File: src/rtl/hist_pkg.sv
// Shared constants, readout FSM states and line-buffer address packing for the
// histogram statistics / readout pair.
package hist_pkg;

   localparam int BINS    = 128;
   localparam int CNT_W   = 16;
   localparam int BLK_W   = 4;
   localparam int SRAM_AW = 9;
   localparam int REG_AW  = 10;
   localparam int BIN_W   = 7;
   localparam int PAIR_W  = 6;
   localparam int NBLK_W  = 5;
   localparam int BYTE_W  = 8;
   localparam int MAX_BLK = 16;

   typedef enum logic [2:0] {
      ST_IDLE,
      ST_RD_A,
      ST_RD_B,
      ST_OUT_E,
      ST_OUT_O
   } rd_state_t;

   // Block pairs share one SRAM/regfile pair; blk[0] is carried on the toggle line.
   function automatic logic [SRAM_AW-1:0] sram_addr_pack(
      input logic [BLK_W-2:0]  blk_hi,
      input logic [PAIR_W-1:0] pair
   );
      return {blk_hi, pair};
   endfunction

   function automatic logic [REG_AW-1:0] reg_addr_pack(
      input logic [BLK_W-2:0] blk_hi,
      input logic [BIN_W-1:0] bin
   );
      return {blk_hi, bin};
   endfunction

endpackage

File: src/rtl/hist_rd_addr_gen.sv
// Block / bin-pair walker for the histogram readout: holds the clamped block
// count for the pass and flags the final pair of the final block.
module hist_rd_addr_gen
   import hist_pkg::*;
(
   input  logic              clk,
   input  logic              rst_n,
   input  logic              i_load,
   input  logic [NBLK_W-1:0] i_nblk,
   input  logic              i_adv,
   output logic [BLK_W-1:0]  o_blk,
   output logic [PAIR_W-1:0] o_pair,
   output logic              o_last_pair
);

   localparam logic [PAIR_W-1:0] LAST_PAIR = PAIR_W'(BINS / 2 - 1);

   logic [NBLK_W-1:0] r_nblk;
   logic [BLK_W-1:0]  r_blk;
   logic [PAIR_W-1:0] r_pair;
   logic              w_pair_wrap;
   logic              w_last_blk;

   assign w_pair_wrap = (r_pair == LAST_PAIR);
   assign w_last_blk  = ({1'b0, r_blk} == (r_nblk - 1'b1));

   always_ff @(posedge clk or negedge rst_n) begin
      if (!rst_n) begin
         r_nblk <= '0;
         r_blk  <= '0;
         r_pair <= '0;
      end else if (i_load) begin
         r_nblk <= i_nblk;
         r_blk  <= '0;
         r_pair <= '0;
      end else if (i_adv) begin
         if (w_pair_wrap) begin
            r_pair <= '0;
            r_blk  <= r_blk + 1'b1;
         end else begin
            r_pair <= r_pair + 1'b1;
         end
      end
   end

   assign o_blk       = r_blk;
   assign o_pair      = r_pair;
   assign o_last_pair = w_pair_wrap & w_last_blk;

endmodule

File: src/rtl/hist_readout.sv
// Read-and-clear engine: walks every bin pair of each block, merges SRAM high
// byte with regfile low byte and streams 16-bit counts over valid/ready.
module hist_readout
   import hist_pkg::*;
(
   input  logic               pclk,
   input  logic               rst_n,
   input  logic               start_i,
   input  logic               line_sel_i,
   input  logic [NBLK_W-1:0]  block_num_h_i,
   input  logic               clr_en_i,
   input  logic               abort_i,
   output logic               busy_o,
   output logic               done_o,
   output logic               mem_toggle_o,
   output logic               sram_toggle_o,
   output logic [SRAM_AW-1:0] sram_addr_o,
   output logic               sram_cen_o,
   output logic               sram_wen_o,
   output logic [CNT_W-1:0]   sram_wdata_o,
   input  logic [CNT_W-1:0]   sram_rdata_i,
   output logic               reg_toggle_o,
   output logic [REG_AW-1:0]  reg_addr_rd_o,
   output logic               reg_rd_en_o,
   output logic [REG_AW-1:0]  reg_addr_wr_o,
   output logic               reg_wr_en_o,
   output logic [BYTE_W-1:0]  reg_wdata_o,
   input  logic [BYTE_W-1:0]  reg_rdata_i,
   output logic               hist_valid_o,
   input  logic               hist_ready_i,
   output logic [CNT_W-1:0]   hist_data_o,
   output logic [BIN_W-1:0]   hist_bin_o,
   output logic [BLK_W-1:0]   hist_block_o,
   output logic               hist_last_o
);

   function automatic logic [NBLK_W-1:0] sat_nblk(input logic [NBLK_W-1:0] n);
      return (n > NBLK_W'(MAX_BLK)) ? NBLK_W'(MAX_BLK) : n;
   endfunction

   rd_state_t r_state;
   rd_state_t w_next;

   logic              r_line_sel;
   logic              r_clr_en;
   logic              r_done;
   logic              r_lo_o_pend;
   logic [BYTE_W-1:0] r_hi_e;
   logic [BYTE_W-1:0] r_hi_o;
   logic [BYTE_W-1:0] r_lo_e;
   logic [BYTE_W-1:0] r_lo_o;

   logic [BLK_W-1:0]  w_blk;
   logic [PAIR_W-1:0] w_pair;
   logic              w_last_pair;
   logic [BIN_W-1:0]  w_bin_e;
   logic [BIN_W-1:0]  w_bin_o;
   logic              w_start_ok;
   logic              w_n_zero;
   logic              w_hs_o;
   logic              w_fin;
   logic              w_adv;

   assign w_bin_e    = {w_pair, 1'b0};
   assign w_bin_o    = {w_pair, 1'b1};
   assign w_n_zero   = (block_num_h_i == '0);
   assign w_start_ok = start_i & ~abort_i & (r_state == ST_IDLE);
   assign w_hs_o     = (r_state == ST_OUT_O) & hist_ready_i;
   assign w_fin      = w_hs_o & w_last_pair & ~abort_i;
   assign w_adv      = w_hs_o & ~w_last_pair & ~abort_i;

   hist_rd_addr_gen u_addr_gen (
      .clk         (pclk),
      .rst_n       (rst_n),
      .i_load      (w_start_ok),
      .i_nblk      (sat_nblk(block_num_h_i)),
      .i_adv       (w_adv),
      .o_blk       (w_blk),
      .o_pair      (w_pair),
      .o_last_pair (w_last_pair)
   );

   always_ff @(posedge pclk or negedge rst_n) begin
      if (!rst_n) begin
         r_state <= ST_IDLE;
      end else begin
         r_state <= w_next;
      end
   end

   always_comb begin
      w_next        = r_state;
      sram_cen_o    = 1'b1;
      sram_wen_o    = 1'b1;
      sram_addr_o   = '0;
      reg_rd_en_o   = 1'b0;
      reg_addr_rd_o = '0;
      reg_wr_en_o   = 1'b0;
      reg_addr_wr_o = '0;
      hist_valid_o  = 1'b0;
      case (r_state)
         ST_IDLE: begin
            if (w_start_ok && !w_n_zero) w_next = ST_RD_A;
         end
         ST_RD_A: begin
            sram_cen_o    = 1'b0;
            sram_addr_o   = sram_addr_pack(w_blk[BLK_W-1:1], w_pair);
            reg_rd_en_o   = 1'b1;
            reg_addr_rd_o = reg_addr_pack(w_blk[BLK_W-1:1], w_bin_e);
            w_next        = ST_RD_B;
         end
         ST_RD_B: begin
            reg_rd_en_o   = 1'b1;
            reg_addr_rd_o = reg_addr_pack(w_blk[BLK_W-1:1], w_bin_o);
            w_next        = ST_OUT_E;
         end
         ST_OUT_E: begin
            hist_valid_o = 1'b1;
            // One SRAM word clears both high bytes; the odd one is already captured.
            if (r_clr_en) begin
               sram_cen_o    = 1'b0;
               sram_wen_o    = 1'b0;
               sram_addr_o   = sram_addr_pack(w_blk[BLK_W-1:1], w_pair);
               reg_wr_en_o   = 1'b1;
               reg_addr_wr_o = reg_addr_pack(w_blk[BLK_W-1:1], w_bin_e);
            end
            if (hist_ready_i) w_next = ST_OUT_O;
         end
         ST_OUT_O: begin
            hist_valid_o = 1'b1;
            if (r_clr_en) begin
               reg_wr_en_o   = 1'b1;
               reg_addr_wr_o = reg_addr_pack(w_blk[BLK_W-1:1], w_bin_o);
            end
            if (hist_ready_i) w_next = w_last_pair ? ST_IDLE : ST_RD_A;
         end
         default: w_next = ST_IDLE;
      endcase
      if (abort_i) w_next = ST_IDLE;
   end

   // Capture stage: SRAM word and lo(2p) arrive in RD_B, lo(2p+1) one cycle later.
   always_ff @(posedge pclk or negedge rst_n) begin
      if (!rst_n) begin
         r_line_sel  <= 1'b0;
         r_clr_en    <= 1'b0;
         r_done      <= 1'b0;
         r_lo_o_pend <= 1'b0;
         r_hi_e      <= '0;
         r_hi_o      <= '0;
         r_lo_e      <= '0;
         r_lo_o      <= '0;
      end else begin
         r_done      <= w_fin | (w_start_ok & w_n_zero);
         r_lo_o_pend <= (r_state == ST_RD_B);
         if (w_start_ok) begin
            r_line_sel <= line_sel_i;
            r_clr_en   <= clr_en_i;
         end
         if (r_state == ST_RD_B) begin
            r_hi_e <= sram_rdata_i[BYTE_W-1:0];
            r_hi_o <= sram_rdata_i[CNT_W-1:BYTE_W];
            r_lo_e <= reg_rdata_i;
         end
         if (r_lo_o_pend) r_lo_o <= reg_rdata_i;
      end
   end

   assign busy_o        = (r_state != ST_IDLE);
   assign done_o        = r_done;
   assign mem_toggle_o  = r_line_sel;
   assign sram_toggle_o = w_blk[0];
   assign reg_toggle_o  = w_blk[0];
   assign sram_wdata_o  = '0;
   assign reg_wdata_o   = '0;
   assign hist_data_o   = (r_state == ST_OUT_O) ? {r_hi_o, r_lo_o} : {r_hi_e, r_lo_e};
   assign hist_bin_o    = (r_state == ST_OUT_O) ? w_bin_o : w_bin_e;
   assign hist_block_o  = w_blk;
   assign hist_last_o   = w_last_pair & (r_state == ST_OUT_O);

endmodule

File: config.mk
export PLATFORM = sky130hd
export DESIGN_NAME = hist_readout
export DESIGN_NICKNAME = d
export VERILOG_FILES = /design/src/rtl/hist_pkg.sv /design/src/rtl/hist_rd_addr_gen.sv /design/src/rtl/hist_readout.sv
export SDC_FILE = /design/constraint.sdc
export NUM_CORES = 1
export LEC_CHECK = 0
export CAP_MARGIN = 20
export CORE_ASPECT_RATIO = 0.9
export CORE_MARGIN = 2
export CORE_UTILIZATION = 47
export DETAILED_ROUTE_END_ITERATION = 8
export PLACE_DENSITY_LB_ADDON = 0.2
export SLEW_MARGIN = 30
export SYNTH_ARGS = -nofsm -noshare
export SYNTH_HDL_FRONTEND = slang
export SYNTH_SLANG_ARGS = --single-unit
File: constraint.sdc
create_clock -name pclk -period 3.2 [get_ports pclk]
set_clock_uncertainty 0.05 [all_clocks]
set_input_delay 0.64 -clock pclk [delete_from_list [all_inputs] [get_ports pclk]]
set_output_delay 0.64 -clock pclk [all_outputs]
set_load 0.05 [all_outputs]
# Word-level counts from Yosys, hierarchy flattened
# Cells that the tools add are included.
[totals]
ff_bits = 54
out_inout_bits = 91
input_bits = 36
wordCells = 77
[op_classes]
n_reduce_logical = 11
add_sub_neg = 3
n_mux = 28
magnitude_cmp = 1
bitwise = 13
eq_ne = 9
[op_table]
columns = ["operator", "count"]
rows = [
  ["case mux 10 bit (2 select lines)", 2],
  ["two-way mux 10 bit", 2],
  ["two-way mux 6 bit", 3],
  ["case mux 9 bit (2 select lines)", 1],
  ["two-way mux 16 bit", 1],
  ["case mux 3 bit (5 select lines)", 1],
  ["two-way mux 3 bit", 4],
  ["two-way mux 4 bit", 3],
  ["AND 1 bit", 10],
  ["two-way mux 9 bit", 1],
  ["two-way mux 1 bit", 8],
  ["adder 6 x 1 -> 6 bit, second input constant", 1],
  ["equality test 3 x 2 -> 1 bit, second input constant", 2],
  ["equality test 6 bit, second input constant", 1],
  ["inequality test 3 bit, second input constant", 2],
  ["equality test 4 x 5 -> 1 bit", 1],
  ["> comparator 5 bit, second input constant", 1],
  ["logical NOT 5 bit", 1],
  ["two-way mux 5 bit", 1],
  ["subtractor 5 x 1 -> 5 bit, second input constant", 1],
  ["adder 4 x 1 -> 4 bit, second input constant", 1],
  ["nonzero test 2 bit", 2],
  ["OR reduction 2 bit", 2],
  ["equality test 3 x 1 -> 1 bit, second input constant", 1],
  ["11 further kinds", 12],
]

# Longest topological paths before layout
[depth]
ltp_word = 8
ltp_mapped = 8
depth_no_buf = 7

# Hierarchy
# From an unflattened synthesis, not the netlist that was laid out.
[unflattened]
hier_cells = 276
hier_area_um2 = 3161.8
[by_module_without_submodules]
columns = ["module", "cells_each", "n_inst", "area_each_um2", "seq_area_each_um2"]
rows = [
  ["hist_readout", 191, 1, 2326.0, 975.9],
  ["hist_rd_addr_gen", 85, 1, 835.8, 375.4],
]

# Worst setup path after synthesis
# No wires, ideal clock.
[synth_path]
path_type = "flip-flop to output port"
start = "register r_state[0]"
end = "output reg_addr_wr_o[1]"
arrival_ns = 2.470
slack_ns = 0.040
stages_incl_launch_ff = 7
n_path_buf = 2
required_time_ns = 2.510
path_cell_list = "dfrtp_1 buf_6 nor3b_4 and2_1 nand2b_1 clkbuf_1 and2_1"
[synth_via]
elab_chain_len = 2
word_cells_on_any_way = 3
classes_between = "eq/ne: 2; mux: 1"
[synth_lines]
columns = ["item", "line", "rtl"]
rows = [
  ["start, declared", "hist_readout.sv:41", "rd_state_t r_state;"],
  ["start signal, assigned", "hist_readout.sv:87", "r_state <= w_next;"],
  ["equality test 3 bit / equality test 3 x 2 -> 1 bit (equally long branches)", "hist_readout.sv:101", "case (r_state)"],
  ["case mux 10 bit (2 select lines) *", "hist_readout.sv:101", ""],
  ["end, declared", "hist_readout.sv:25", "output logic [REG_AW-1:0] reg_addr_wr_o,"],
]
# Mark *: on every way between the ends. The rest lies on a longest branch, timed or not.

# Worst setup path after layout
[layout_path]
start = "register u_addr_gen.r_nblk[0]"
end = "output hist_last_o"
[layout_via]
elab_chain_len = 4
[layout_lines]
columns = ["item", "line", "rtl"]
rows = [
  ["start, declared", "hist_rd_addr_gen.sv:18", "logic [NBLK_W-1:0] r_nblk;"],
  ["start signal, assigned", "hist_rd_addr_gen.sv:33", "r_nblk <= i_nblk;"],
  ["subtractor 5 x 1 -> 5 bit", "hist_rd_addr_gen.sv:25", "assign w_last_blk = ({1'b0, r_blk} == (r_nblk - 1'b1));"],
  ["equality test 4 x 5 -> 1 bit", "hist_rd_addr_gen.sv:25", ""],
  ["AND 1 bit", "hist_rd_addr_gen.sv:48", "assign o_last_pair = w_pair_wrap & w_last_blk;"],
  ["AND 1 bit", "hist_readout.sv:179", "assign hist_last_o = w_last_pair & (r_state == ST_OUT_O);"],
  ["end, declared", "hist_readout.sv:34", "output logic hist_last_o"],
]
# No other way between the ends.

==> results <==
## registers in the layout (all words and copies together), names as in the netlist
register	cells
r_hi_o	8
r_clr_en	1
done_o	1
r_state	3
r_lo_o	8
u_addr_gen.r_nblk	5
r_lo_e	8
r_hi_e	8
u_addr_gen.o_blk	4
u_addr_gen.o_pair	6
r_lo_o_pend	1
mem_toggle_o	1
## routing by layer
| layer | vias to the layer above | global-route usage | wire, um |
|---|---|---|---|
| li1 | 1147 | - | - |
| met1 | 1163 | 0.245 | 2850 |
| met4 | 0 | 0.0433 | 46 |
| met3 | 7 | 0.0346 | 415 |
| met2 | 94 | 0.345 | 3610 |
| met5 | - | 0 | 0 |
## layout by cell type, fill, tap and decap left out, types with 5 or more instances in the layout
cell type        synthesis  routed
dfrtp_1                 54      54
conb_1                   1      24
o21ai_0                  5       5
clkbuf_8                 0       6
inv_1                    6       6
a21oi_1                  6       6
o21ai_1                  7       7
nand2_1                 19      19
mux2_1                   9       9
buf_12                   0      23
nand3_1                  7       7
nor2_1                   7       7
mux2_2                  39      39
buf_4                   27      24
and2_1                  29      29
clkdlybuf4s50_1          0      62
## worst min path at each step
stage                   endpoint  cells after the start
finish                 r_lo_o[6]                      1
global route           r_lo_o[6]                      1
CTS                    r_lo_o[6]                      1
detailed placement  mem_toggle_o                      2
global placement       r_hi_e[2]                      1
floorplan                 done_o                      0
## worst register-to-register path, delay by kind of cell, from the launching register on
kind	cells	cell delay [ns]
AND/OR/NAND/NOR	4	1.25
flip-flops	1	0.59
buffers and inverters	1	0.33
AO/OA/AOI/OAI	1	0.17
## cells in the mapped netlist (2+ instances only)
library cell	count	area share
nand2_1	19	0.023
o21ai_0	5	0.0081
mux2_2	39	0.14
xnor2_1	4	0.011
o211ai_1	2	0.0049
nand2b_1	4	0.0081
nand3b_1	4	0.0097
mux2_1	9	0.033
dfrtp_1	54	0.44
o21ai_1	7	0.011
or4_1	3	0.0073
or3_1	3	0.0061
inv_1	6	0.0073
a21oi_1	6	0.0097
o31ai_1	4	0.0097
a211oi_1	3	0.0073
and2_1	29	0.059
nor3b_1	2	0.0049
ha_1	3	0.012
nor3b_4	2	0.012
clkbuf_1	8	0.0097
buf_4	27	0.066
nand3_1	7	0.011
nor2_1	7	0.0085
buf_2	4	0.0065
xor2_1	2	0.0057
nor3_1	3	0.0049
## where the power goes
group	switching, W	internal (W)	total, W
sequential	0.000111	0.000872	0.000984
combinational	0.000645	0.000415	0.00106
clock	0.000240	0.000184	0.000425
total	0.000997	0.00147	0.00247
## layout make-up
type,count,area [um^2],share of cell area
Tap cell,87,109,0.0248
Timing Repair Buffer,110,1270,0.289
Sequential cell,54,1350,0.308
Inverter,6,22.5,0.00513
Clock inverter,2,20.0,0.00456
Multi-Input combinational cell,209,1540,0.350
Clock buffer,6,82.6,0.0188
## through the flow
stage | hold slack [ns] | util | power (W)
global placement | 0.413 | 0.689 | 0.00203
floorplan | 0.294 | - | 0.00177
detailed placement | 0.420 | 0.689 | 0.00207
global route | 0.196 | 0.706 | 0.00259
finish | 0.175 | 0.706 | 0.00247
CTS | 0.184 | 0.706 | 0.00249
## cells by family (layout without fill, tap and decap cells)
group / Yosys count / after routing
muxes: 48 / 48
adders and majority gates: 3 / 3
other: 1 / 24
and+or+nand+nor: 91 / 91
AOI/OAI and AO/OA: 37 / 37
DFF: 54 / 54
buffers and inverters: 46 / 124
xor gates and xnor gates: 6 / 6
==> metrics.yaml <==
viasPerCell: 5.09
worst_slew_pin_slew_ns: 0.513
row_count: 27
synth-simple-area-share: 0.178
die_h_um: 80.8
worstSetupEndpoint: "hist_last_o"
antenna_found_initial: 0
htree_num_levels: 2
cp_cell_sequence: "inv_1 > ha_1 > and4bb_1 > a22oi_2 > a2111oi_4 > and2_1 > buf_12"
clock_sinks: 54
cp_max_fo: 4
design_area_mm2: 0.00439
synth.avg_cell_area_um2: 10.8
gr-usage-all-layers: 0.194
fin_ws_ns: 0.276
nFillCells: 497
cts_resized: 0
drtIter0Drc: 69
slew_headroom: 0.657
post_cts_buffers: 0
drive_gt1_frac: 0.258
synth-xor-area-share: 0.0171
overflow: 0
rsz0062_at_grt: "false"
required_ns: 2.51
finalHoldViolCount: 0
cts_tree: "built"
synthMuxAreaShare: 0.175
die_x_um: 89.4
yosys_warnings: 0
nNetsFinal: 425
path_delay_family: "compound AO/OA/AOI/OAI gates"
drv_cap: 0
place_inst: 466
synthArstFlopShare: 1.00
synth_flop_cell: "dfrtp_1"
drc_errors: 0
r2r_setup_slack_ns: 0.73
dp_hpwl_um: 5170
place.gp.congestion: 0.799
antennaDiodeCount: 0
place_ws_ns: 0.592
vias: 2411
grt_pass1_vias: 2300
period_share: 0.914
drt-wirelength-per-cell_um: 14.6
drt-total-wl_um: 6920
path_class: "reg -> out"
root_buffer: "clkbuf_8"
ff2ff_path_depth: 6
clk_path_buf_depth: 2
cpPeakStageDelay_ns: 0.51
route.antenna.remaining_nets: 0
dr.pass1.iters: 5
min_period_ns: 2.92
end_kind: "primary output"
synth-edff-count: 0
coreArea_mm2: 0.00622
netlist_area_mm2: 0.00308
grt_pass1_wl_um: 11000
initial_core_util: 0.496
area.growth.synth_to_final_pct: 42.4
cp.depth: 7
clock_latency_ns: 0.31
ioPinCount: 127
ys_ff_latch: 54
hold_buffers: 0
synth_cell_types: 47
p_per_area_mw_per_mm2: 563
placed_cell_area_mm2: 0.00429
fmax_ghz: 0.342
portBuffers: 102
cp.arrival_ns: 2.23
crit_path_start_kind: "register"
tns_ns: 0
synth_fa_ha_area_frac: 0.0122
syn-instance-count: 286
cts-buffers-inserted: 5
cellLeakagePower_nw: 1.85
r2r_end: "u_addr_gen.o_blk[3]"
slowest_stage: "a2111oi_4"
startpoint: "u_addr_gen.r_nblk[0]"
setup_viol: 0
hold_class: "in -> async"
irDropWorstVdd_v: 0.000507
synth_seq_area_share: 0.438
synth-compound-area-share: 0.0849
rr_startpoint: "r_state[2]"
grt_max_degree: 40
cp_num_buf_inv: 2
layoutNonFillerInstCount: 474
path_clk_slew_ns: 0.10
die-area_mm2: 0.00722
synth_top_family_by_area: "simple AND/OR/NAND/NOR gates"
outcome: "finished, final reports clean"
slew_viol_final: 0
Power figures use the tool's default switching activity.
